--- config.mk ---
export PLATFORM = sky130hd
export DESIGN_NAME = serial_adder
export DESIGN_NICKNAME = d
export VERILOG_FILES = /design/src/rtl/serial_adder.sv
export SDC_FILE = /design/constraint.sdc
export NUM_CORES = 1
export LEC_CHECK = 0
export BUFFER_PORTS_ARGS = -buffer_cell sky130_fd_sc_hd__clkbuf_2
export CAP_MARGIN = 20
export CORE_ASPECT_RATIO = 0.6
export CORE_UTILIZATION = 45
export CTS_BUF_LIST = sky130_fd_sc_hd__clkbuf_8
export DETAILED_ROUTE_END_ITERATION = 10
export PLACE_DENSITY = 0.68
export SKIP_CTS_REPAIR_TIMING = 1
export SYNTH_ARGS = -nofsm -noshare
export SYNTH_HDL_FRONTEND = slang
export SYNTH_SLANG_ARGS = --single-unit
--- constraint.sdc ---
create_clock -name clk -period 2.3 [get_ports clk]
set_input_delay 0.115 -clock clk [delete_from_list [all_inputs] [get_ports clk]]
set_output_delay 0.115 -clock clk [all_outputs]
set_load 0.03 [all_outputs]
--- src/rtl/serial_adder.sv ---
// Multi-cycle adder/subtractor: processes SLICE bits per clock, LSB first,
// and presents a full-width result with carry and signed overflow.
module serial_adder #(
  parameter int unsigned WIDTH = 8,
  parameter int unsigned SLICE = 1
) (
  input  logic             clk,
  input  logic             rst_n,
  input  logic             start,
  input  logic [WIDTH-1:0] a,
  input  logic [WIDTH-1:0] b,
  input  logic             c_in,
  input  logic             sub,
  output logic             busy,
  output logic             done,
  output logic [WIDTH-1:0] sum,
  output logic             c_out,
  output logic             overflow
);

  localparam int unsigned NSLICE = WIDTH / SLICE;
  localparam int unsigned CNT_W  = (NSLICE > 1) ? $clog2(NSLICE) : 1;
  localparam int unsigned SW     = SLICE + 1;

  typedef enum logic [1:0] {IDLE, RUN, DONE} state_t;

  state_t           state_q, state_d;
  logic             accept_c;
  logic             last_c;
  logic [CNT_W-1:0] cnt_q;
  logic [WIDTH-1:0] a_q, b_q;
  logic             sub_q;
  logic             carry_q;
  logic [SLICE-1:0] b_sl_c;
  logic [SLICE:0]   slice_c;
  logic             ovf_c;

  // Operands shift right each RUN cycle, so the active slice is always at bit 0.
  assign last_c  = (cnt_q == CNT_W'(NSLICE - 1));
  assign b_sl_c  = sub_q ? ~b_q[SLICE-1:0] : b_q[SLICE-1:0];
  assign slice_c = SW'(a_q[SLICE-1:0]) + SW'(b_sl_c) + SW'(carry_q);
  // Carry-in XOR carry-out of the MSB, expressed via operand/result sign bits.
  assign ovf_c   = (a_q[SLICE-1] == b_sl_c[SLICE-1]) && (slice_c[SLICE-1] != a_q[SLICE-1]);

  // Next-state logic
  always_comb begin
    state_d  = state_q;
    accept_c = 1'b0;
    case (state_q)
      IDLE, DONE: begin
        if (start) begin
          accept_c = 1'b1;
          state_d  = RUN;
        end else begin
          state_d  = IDLE;
        end
      end
      RUN: begin
        if (last_c) state_d = DONE;
      end
      default: state_d = IDLE;
    endcase
  end

  // State register with registered status flags
  always_ff @(posedge clk or negedge rst_n) begin
    if (!rst_n) begin
      state_q <= IDLE;
      busy    <= 1'b0;
      done    <= 1'b0;
    end else begin
      state_q <= state_d;
      busy    <= (state_d == RUN);
      done    <= (state_d == DONE);
    end
  end

  // Operand capture and slice-serial datapath
  always_ff @(posedge clk or negedge rst_n) begin
    if (!rst_n) begin
      a_q      <= '0;
      b_q      <= '0;
      sub_q    <= 1'b0;
      carry_q  <= 1'b0;
      cnt_q    <= '0;
      sum      <= '0;
      c_out    <= 1'b0;
      overflow <= 1'b0;
    end else if (accept_c) begin
      a_q     <= a;
      b_q     <= b;
      sub_q   <= sub;
      carry_q <= sub ? ~c_in : c_in;
      cnt_q   <= '0;
    end else if (state_q == RUN) begin
      a_q     <= a_q >> SLICE;
      b_q     <= b_q >> SLICE;
      carry_q <= slice_c[SLICE];
      cnt_q   <= cnt_q + CNT_W'(1);
      sum     <= (sum >> SLICE) | (WIDTH'(slice_c[SLICE-1:0]) << (WIDTH - SLICE));
      if (last_c) begin
        c_out    <= slice_c[SLICE];
        overflow <= ovf_c;
      end
    end
  end

endmodule
==> flow_summary.yaml <==
worst_setup_path:
  endpoint_kind: "flop"
  start_kind: "flop"
  arrival_ns: 1.89
  cp_data_required_time_ns: 2.50
  path_delay_family: "adder cells"
  slowest_stage: "fa_1"
  cp_cell_sequence: "xor2_1 -> fa_1 -> or3b_1 -> a31oi_1"
  cpPeakStageDelay_ns: 0.52
  critPathMaxFanout: 3
  path_buf_inv: 0
  critical_path_class: "flop to flop"
sta:
  slew-limit-headroom_pct: 43.2
  timing.setup.tns_ns: 0
  setup_viol: 0
  fmax_ghz: 0.594
  rsz0062_at_grt: "false"
  skew_ns: 0.00545
  hold_ws_ns: -0.0637
  finalCritPeriodShare_pct: 73.2
  min_period_ns: 1.68
  final_hold_viol_count: 35
  maxSlewViolCount: 0
  setup_ws_ns: 0.616
  worst_pin_slew_ns: 0.853
floorplan:
  dieArea_sq_um: 3550
  coreArea_sq_um: 3000
  row_count: 15
  ioPinCount: 33
  die_h_um: 46.6
  die_width_um: 76.3
  start_util_pct: 49.6
yosys:
  synth_edf_count: 0
  ys_types: 24
  synth-main-ff-cell: "dfrtp_1"
  synth_nets: 180
  ys_seq_elements: 35
  avgSynthCellArea_sq_um: 9.54
  yosys_warnings: 0
  ys_top_cells_by_area: "dfrtp_1 (59%), nand2_1 (14%), a31oi_1 (5.5%)"
  syn-instance-count: 156
  seq_area_frac_synth_pct: 58.8
  synth_top_area_share_pct: 58.8
  synth_area_leader_cell: "dfrtp_1"
  async_flop_share_pct: 100
  syn-cell-area_sq_um: 1490
global_routing:
  grt_pass1_wl_mm: 4.60
  grt_max_degree: 36
  globalRouteTotalUtil_pct: 17.7
  grt_antenna_before_repair: 0
  grt_pass1_vias: 950
  overflow: 0
drt:
  drc_errors: 0
  first_iter_violations: 84
  num_vias: 1127
  dr.pass1.iters: 4
  wl_mm: 2.78
  via_per_inst: 4.88
  drt-wirelength-per-cell_um: 12.0
  antenna_left: 0
cts:
  cts-root-buf: "clkbuf_8"
  htree_levels: 2
  cts_tree: "done"
  clk_path_buf_depth: 2
  clkTransAtPathRegs_ns: 0.07
  cts_inserted_buffers: 5
  clock_latency_ns: 0.28
  cts_sinks: 35
power:
  power_mw: 2.69
  cellLeakagePower_nw: 0.897
  power_density_nw_per_um2: 1520
  ir_drop_mv: 0.767
final_layout:
  instances_no_fill: 231
  fillers: 270
  final_cell_mix: "nand2_1 (55), dfrtp_1 (35), clkbuf_2 (32), nor2_1 (14), a31oi_1 (13)"
  final_cell_area_sq_um: 1770
  drive_gt1_share_pct: 22.8
  register_area_sq_um: 876
  multi_input_area_sq_um: 562
  final_common_cell: "nand2_1"
  final_util_pct: 59.0
  diodes: 0
  area_growth_pct: 19.1
  fin_nets: 212
placed_design:
  gp_congestion: 0.770
  dp.cells: 223
  place_ws_ns: 0.596
  place_area_sq_um: 1670
  port_buffers: 32
  dpl.hpwl_mm: 1.89
worst_hold_path:
  hold_path.class: "input pin to asynchronous set/reset pin"
status:
  status: "finished with violations"
  violations: "hold timing"
run:
  cap_violations: 0
[layout make-up]
cell class,instances,share of cell area [%]
clock buffers,7,5.43
clock inverters,1,0.212
multi-input cells,111,31.7
flip-flops and latches,35,49.4
well taps,42,2.96
repair buffers,35,10.3
[power by group]
| group | total, mW | switching [mW] | internal (mW) |
|---|---|---|---|
| Sequential | 1.07 | 0.170 | 0.904 |
| Clock | 0.474 | 0.205 | 0.269 |
| Combinational | 1.14 | 0.719 | 0.424 |
| Total | 2.69 | 1.09 | 1.60 |
[kinds of logic (layout without fill, tap and decap cells)]
logic type / after synthesis / in the layout / share of synthesized area [%]
xor gates and xnor gates: 2 / 2 / 1.18
adders and majority gates: 3 / 3 / 3.02
buffers and inverters: 10 / 43 / 3.45
AOI/OAI and AO/OA: 24 / 24 / 10.3
muxes: 1 / 1 / 0.756
and+or+nand+nor: 81 / 81 / 22.4
DFF: 35 / 35 / 58.8
[cell usage after synthesis (all sizes together), types with 2 or more instances]
master and n:
a21oi 2, a22o 3, a22oi 2, a31oi 13, and2 2, buf 9, dfrtp 35, ha 2
nand2 55, nand2b 2, nand3 3, nor2 14, o21ai 3, xor2 2
[final timing paths]
path,from,end,slack (ns),depth (start not counted)
min,rst_n,sum[5],-0.06,1
max in group asynchronous,rst_n,a_q[5],1.83,1
min in group clk,sub,sub_q,0.06,3
max reg2reg,sub_q,overflow,0.62,4
min reg2reg,sum[0],sum[0],0.48,2
max,sub_q,overflow,0.62,4
[layer usage]
layer | global-route usage, % | vias to the layer above | wire [um]
met2 | 25.9 | 21 | 1170
met4 | 5.77 | 0 | 22
li1 | - | 579 | -
met5 | 0 | - | 0
met1 | 25.0 | 525 | 1450
met3 | 5.74 | 2 | 137
[registers in the layout (all words and copies together), names as in the netlist, 2 cells and up]
| name | cells |
|---|---|
| b_q | 8 |
| state_q | 2 |
| cnt_q | 3 |
| a_q | 8 |
| sum | 8 |
Note: power is estimated with default switching activity, not from simulation.
